### config.mk
export PLATFORM = sky130hd
export DESIGN_NAME = serial_add_sub
export DESIGN_NICKNAME = d
export VERILOG_FILES = /design/src/rtl/serial_add_sub_pkg.sv /design/src/rtl/serial_add_sub_full_a_s.sv /design/src/rtl/serial_add_sub.sv
export SDC_FILE = /design/constraint.sdc
export NUM_CORES = 1
export LEC_CHECK = 0
export ABC_AREA = 0
export BUFFER_PORTS_ARGS = -buffer_cell sky130_fd_sc_hd__buf_2
export CORE_ASPECT_RATIO = 1.2
export CORE_MARGIN = 10
export CORE_UTILIZATION = 40
export CTS_CLUSTER_SIZE = 10
export DETAILED_ROUTE_END_ITERATION = 8
export PLACE_DENSITY = 0.61
export SLEW_MARGIN = 15
export SYNTH_ARGS = -nofsm -noshare
export SYNTH_HDL_FRONTEND = slang
export SYNTH_SLANG_ARGS = --single-unit
### constraint.sdc
create_clock -name clk -period 1.2 [get_ports clk]
set_input_delay 0.18 -clock clk [delete_from_list [all_inputs] [get_ports clk]]
set_output_delay 0.18 -clock clk [all_outputs]
set_load 0.02 [all_outputs]
### src/rtl/serial_add_sub_pkg.sv
// Shared definitions for the bit-serial adder/subtractor: FSM encoding and mode codes.
package serial_add_sub_pkg;

    typedef enum logic [1:0] {
        StIdle = 2'd0,
        StRun  = 2'd1,
        StDone = 2'd2
    } state_e;

    localparam logic MODE_ADD = 1'b0;
    localparam logic MODE_SUB = 1'b1;

endpackage

### src/rtl/serial_add_sub_full_a_s.sv
// Single-bit full adder/subtractor cell; mode selects add (0) or subtract (1).
module full_a_s (
    input  logic in1,
    input  logic in2,
    input  logic mode,
    input  logic carryin,
    output logic sum_diff,
    output logic carry_borr
);

    logic m;

    // Inverting in1 turns the majority carry into the borrow of in1-in2-cin.
    assign m          = mode ^ in1;
    assign sum_diff   = in1 ^ in2 ^ carryin;
    assign carry_borr = (m & in2) | (m & carryin) | (in2 & carryin);

endmodule

### src/rtl/serial_add_sub.sv
// Bit-serial WIDTH-bit add/subtract, LSB first, one full adder/subtractor cell reused per clock.
module serial_add_sub
    import serial_add_sub_pkg::*;
#(
    parameter int unsigned WIDTH = 8
) (
    input  logic             clk,
    input  logic             rst,
    input  logic             start,
    input  logic             mode,
    input  logic [WIDTH-1:0] a,
    input  logic [WIDTH-1:0] b,
    output logic             ready,
    output logic             busy,
    output logic             done,
    output logic [WIDTH-1:0] result,
    output logic             carry_out,
    output logic             overflow
);

    localparam int unsigned CNT_W = $clog2(WIDTH);

    state_e             state_q, state_d;
    logic [WIDTH-1:0]   a_sh_q, b_sh_q, res_sh_q;
    logic [WIDTH-1:0]   result_q;
    logic [CNT_W-1:0]   cnt_q;
    logic               mode_q, cy_q, carry_q, ovf_q;
    logic               sum_bit, cy_bit, last_bit, ovf_bit;

    full_a_s u_cell (
        .in1        (a_sh_q[0]),
        .in2        (b_sh_q[0]),
        .mode       (mode_q),
        .carryin    (cy_q),
        .sum_diff   (sum_bit),
        .carry_borr (cy_bit)
    );

    assign last_bit = (state_q == StRun) && (cnt_q == CNT_W'(WIDTH - 1));

    // On the last bit the shift registers hold the operand sign bits and sum_bit is the result sign.
    assign ovf_bit = ((mode_q == MODE_SUB) ? (a_sh_q[0] ^ b_sh_q[0]) : ~(a_sh_q[0] ^ b_sh_q[0]))
                     & (sum_bit ^ a_sh_q[0]);

    always_comb begin
        state_d = state_q;
        case (state_q)
            StIdle:  if (start) state_d = StRun;
            StRun:   if (last_bit) state_d = StDone;
            StDone:  state_d = StIdle;
            default: state_d = StIdle;
        endcase
    end

    always_ff @(posedge clk) begin
        if (rst) begin
            state_q  <= StIdle;
            a_sh_q   <= '0;
            b_sh_q   <= '0;
            res_sh_q <= '0;
            result_q <= '0;
            cnt_q    <= '0;
            mode_q   <= MODE_ADD;
            cy_q     <= 1'b0;
            carry_q  <= 1'b0;
            ovf_q    <= 1'b0;
        end else begin
            state_q <= state_d;
            if (state_q == StIdle && start) begin
                a_sh_q <= a;
                b_sh_q <= b;
                mode_q <= mode;
                cy_q   <= 1'b0;
                cnt_q  <= '0;
            end else if (state_q == StRun) begin
                a_sh_q   <= a_sh_q >> 1;
                b_sh_q   <= b_sh_q >> 1;
                res_sh_q <= {sum_bit, res_sh_q[WIDTH-1:1]};
                cy_q     <= cy_bit;
                cnt_q    <= cnt_q + 1'b1;
                if (last_bit) begin
                    result_q <= {sum_bit, res_sh_q[WIDTH-1:1]};
                    carry_q  <= cy_bit;
                    ovf_q    <= ovf_bit;
                end
            end
        end
    end

    assign ready     = (state_q == StIdle);
    assign busy      = (state_q == StRun);
    assign done      = (state_q == StDone);
    assign result    = result_q;
    assign carry_out = carry_q;
    assign overflow  = ovf_q;

endmodule

# Yosys cells after proc, flatten, opt, wreduce, memory -nomap -nowiden
# Index checks and enable logic that the tools add are counted.
dict set report totals {
  out_inout_bits 13
  input_bits 20
  ff_bits 41
  wordCells 44
}
dict set report op_classes {
  muxes 8
  add_sub_neg 1
  n_bitwise 12
  n_eq_ne 5
  reduce_logical 8
}
# operator n
set op_table {}
lappend op_table {{$mux W8} 4}
lappend op_table {{$and A1 B1 Y1} 4}
lappend op_table {{$mux W2} 2}
lappend op_table {{$pmux W2 S2} 1}
lappend op_table {{$reduce_and A2 Y1} 2}
lappend op_table {{$xor A1 B1 Y1} 4}
lappend op_table {{$add A3 B1 Y3 const B} 1}
lappend op_table {{$eq A3 B3 Y1 const B} 1}
lappend op_table {{$reduce_and A3 Y1} 1}
lappend op_table {{$eq A2 B1 Y1 const B} 1}
lappend op_table {{$eq A2 B2 Y1 const B} 1}
lappend op_table {{$logic_and A1 B1 Y1} 2}
lappend op_table {{$logic_not A2 Y1} 1}
lappend op_table {{$ne A2 B1 Y1 const B} 1}
lappend op_table {{$ne A2 B2 Y1 const B} 1}
lappend op_table {{$not A1 Y1} 2}
lappend op_table {{$or A1 B1 Y1} 2}
lappend op_table {{$reduce_bool A2 Y1} 1}
lappend op_table {{$reduce_or A2 Y1} 1}
lappend op_table {{$mux W1} 1}

# Logic depth before layout (Yosys ltp)
dict set report depth {
  word_depth 4
  mapped_depth 6
  mapped_depth_nobuf 5
}

# Cells and area by module
# A second synthesis with hierarchy kept.
dict set report unflattened {
  hier_cells 219
  hier_area_um2 1829.3
}
# mod seq_area_each_um2 n_inst cells_each area_per_inst_um2
set modules_own_cells {}
lappend modules_own_cells {serial_add_sub 800.8 1 215 1791.7}
lappend modules_own_cells {full_a_s 0.0 1 4 37.5}

# Worst setup path before layout
# OpenSTA, ideal clock, no wires.
dict set report synth_timing {
  path_type {register -> register}
  from {reg cnt_q[0]}
  to {reg carry_q (netlist: carry_out)}
  n_path_buf 1
  required_time_ns 1.078
  arrival_ns 1.178
  path_stages_with_launch 7
  synth_period_minus_slack_ns 1.300
  setup_ns 0.122
  setup_slack_ns -0.100
  cell_sequence {dfxtp_1 -> ha_1 -> ha_1 -> and3b_1 -> buf_2 -> o21ai_0 -> a21oi_1}
}
dict set report synth_between {
  elab_chain_cells 3
}
# item line
set synth_lines {}
lappend synth_lines {{start, declared} serial_add_sub.sv:26} ;# logic [CNT_W-1:0] cnt_q;
lappend synth_lines {{start signal, assigned} serial_add_sub.sv:80} ;# cnt_q <= cnt_q + 1'b1;
lappend synth_lines {{$eq A3 B3 Y1} serial_add_sub.sv:39} ;# assign last_bit = (state_q == StRun) && (cnt_q == CNT_W'(WIDTH - 1));
lappend synth_lines {{$logic_and A1 B1 Y1} serial_add_sub.sv:39}
lappend synth_lines {{$reduce_and A3 Y1 (no source line)} -}
lappend synth_lines {{end signal, assigned} serial_add_sub.sv:83} ;# carry_q <= cy_bit;
lappend synth_lines {{end, declared} serial_add_sub.sv:27} ;# logic mode_q, cy_q, carry_q, ovf_q;
# Every way passes these cells.
# A chain may end at the register's enable or synchronous reset.

# Worst setup path in the final report
dict set report layout_timing {
  from {reg state_q[1]}
  to {out busy}
}
dict set report layout_between {
  elab_chain_cells 1
}
# item line
set layout_lines {}
lappend layout_lines {{start, declared} serial_add_sub.sv:23} ;# state_e state_q, state_d;
lappend layout_lines {{start signal, assigned} serial_add_sub.sv:57} ;# state_q <= StIdle;
lappend layout_lines {{start signal, assigned} serial_add_sub.sv:68} ;# state_q <= state_d;
lappend layout_lines {{$eq A2 B1 Y1} serial_add_sub.sv:91} ;# assign busy = (state_q == StRun);
lappend layout_lines {{end, declared} serial_add_sub.sv:14} ;# output logic busy,
# Every way passes these cells.

==> results.toml <==
[synthesis]
netlist_area_um2 = 1700
synth-compound-area-share = 0.211
yosys_most_used_dff = "dfxtp_1"
yosys.area_share.xor_xnor = 0.0242
synth_nets = 221
yosys.area_share.simple = 0.225
synth-edff-count = 0
ys_seq_area_frac = 0.470
synthTopCellsByCount = "nand2_1 (63), dfxtp_1 (40), a21oi_1 (25), nor2_1 (16), a311oi_2 (12)"
synth.distinct_cells = 30
muxShareOfSynthArea = 0
yosys.area.top_type_share = 0.470
ys_warn_count = 0
postSynthCellCount = 199
yosys.area.top_type = "dfxtp_1"
yosysMostFrequentCell = "nand2_1"
synth_area_leaders = "dfxtp_1 (47%), nand2_1 (14%), a311oi_2 (11%)"
synthAdderAreaFrac = 0.0147
ys_async_sr_fraction = 0
syn_avg_cell_area_um2 = 8.56
synth_seq_cells = 40
synth_top_family_by_area = "simple AND/OR/NAND/NOR gates"

[floorplan]
core-area_um2 = 4040
die_x_um = 79.6
dieArea_um2 = 7280
ios = 33
die_y_um = 91.5
core.rowCount = 25
initial_core_util = 0.422

[finish]
stdcell_area_um2 = 2450
nets = 271
instances_no_fill = 303
n_antenna_cell = 0
drive_gt1_frac = 0.534
synthToLayoutAreaGrowth_pct = 44.0

[worst_setup_path]
rrSetupSlack_ns = -0.07
slowest_stage = "dfxtp_2"
r2r_start = "state_q[1]"
startpoint = "state_q[1]"
worstPathRequired_ns = 1.02
crit_fanout = 5
crit_top_cell = "buf_6"
crit_type = "flip-flop to primary output"
critPathMaxStageDelay_ns = 0.33
critPathLaunchType = "flip-flop"
critPathCaptureType = "primary output"
path_cells = "buf_6 -> nand2b_4 -> inv_4 -> buf_6"
cp.arrival_ns = 1.12

[status]
violations = "setup timing"
status = "complete, but fails checks"

[clock_network]
ctsHoldBuffers = 0
cts-root-buf = "clkbuf_8"
htree_num_levels = 2
clock_path_buffers = 2
clock_sinks = 40
path_clk_slew_ns = 0.07
cts_tree = "done"
cts_buffers = 5
clock_latency_ns = 0.29

[sta]
period_share = 1.08
setup_ws_ns = -0.0969
tightest_slew_ns = 0.224
report.final.slew_viol_count = 0
skew_ns = 0.00612
rsz0062_at_grt = "true"
fmax_ghz = 0.771
finalCriticalPeriod_ns = 1.30
hold_viol = 0
relSlewSlack = 0.851
setup_violations = 36

[placement]
pre_cts_slack_ns = -0.0940
dp_hpwl_um = 2730
gp_congestion = 0.748
port_buffers = 32
dp_cells = 289
place_area_um2 = 2080

[power]
power_density_nw_per_um2 = 1120
total_power_uw = 2750
p_leak_uw = 0.000940
ir_worst_vdd_mv = 0.625

[grt]
first_global_vias = 1483
antenna_found_initial = 0
track_usage = 0.116
grt_max_degree = 35
overflow = 0
grt_pass1_wl_um = 6940

[hold_path]
hold_start = "mode"
hp-class = "input port to flip-flop"

[route]
viasPerCell = 5.06
drt-pass1-iter-count = 4
route.detailed.drc = 0
wl_per_cell_um = 14.7
wirelength_um = 4460
vias = 1534
antenna_left = 0
drt_iter0_drc = 83

[job]
max_cap_violations = 0
[final cells by class]
| class | instances | area [µm²] |
|---|---|---|
| fill | 368 | 1580 |
| clock buffer | 6 | 72.6 |
| timing repair buffer | 55 | 457 |
| inverter | 2 | 10.0 |
| tap | 54 | 67.6 |
| timing repair inverter | 2 | 15.0 |
| sequential | 40 | 806 |
| multi-input combinational | 143 | 1020 |
| clock inverter | 1 | 5.00 |
[per-stage QoR]
stage	util	hold slack [ns]	TNS, ns
global route	0.608	0.138	-3.62
CTS	0.560	0.124	-1.26
finish	0.608	0.131	-1.47
floorplan	-	0.316	-0.492
detailed placement	0.516	0.432	-1.63
global placement	0.516	0.422	-1.19
[cell families after synthesis]
| family | after synthesis |
|---|---|
| xor+xnor | 3 |
| fa+ha+maj | 2 |
| flops | 40 |
| buf+inv | 16 |
| simple gates | 92 |
| compound gates | 46 |
[where the power goes]
part           leakage (µW)  switching [µW]  internal [µW]  total (µW)
Combinational      0.000571             265            230         495
Sequential         0.000328            37.2           1390        1420
Clock             0.0000410             440            395         835
Total              0.000940             742           2010        2750
[worst max-delay path: cells and delay by family (launching register included)]
kind | cells | cell delay (ns)
DFF | 1 | 0.33
buffers and inverters | 3 | 0.31
and+or+nand+nor | 1 | 0.19
[state kept, by name, indices dropped and copies added (netlist names)]
register / flops
a_sh_q: 8
cnt_q: 3
b_sh_q: 8
cy_q: 1
mode_q: 1
overflow: 1
result: 8
carry_out: 1
res_sh_q: 7
state_q: 2
[what timing repair did]
action | 4_1_cts | 5_1_grt
pin swaps | 1 | 7
resized for setup | 24 | 42
buffers inserted | 2 | 1
cloned | 1 | 4
setup endpoints to repair | 38 | 41
[cells in the final DEF (no fill, tap or decap), types with 2 or more instances in the layout]
| cell | instances |
|---|---|
| a21oi_1 | 11 |
| a21oi_2 | 14 |
| a22oi_1 | 2 |
| a311oi_2 | 12 |
| buf_12 | 4 |
| buf_2 | 29 |
| buf_4 | 8 |
| buf_6 | 13 |
| clkbuf_8 | 5 |
| clkinvlp_4 | 2 |
| dfxtp_1 | 36 |
| dfxtp_2 | 4 |
| ha_4 | 2 |
| nand2_1 | 49 |
| nand2_2 | 11 |
| nand2_4 | 3 |
| nand3_1 | 3 |
| nand3_2 | 2 |
| nand3b_1 | 2 |
| nor2_1 | 3 |
| nor2_2 | 11 |
| nor2_4 | 2 |
| o21ai_2 | 2 |
[path summary, 6_finish.rpt]
path / end / cells past startpoint
min: mode_q / 3
max: busy / 4
max reg2reg: res_sh_q[4] / 6
min reg2reg: result[2] / 2
[per-layer routing]
| metal | part of all wire | global-route usage |
|---|---|---|
| met2 | 0.50 | 0.191 |
| met3 | 0.061 | 0.0503 |
| met5 | 0 | 0 |
| met4 | 0.013 | 0.0404 |
| met1 | 0.42 | 0.129 |
No activity file was read; power rests on OpenSTA's default activity.
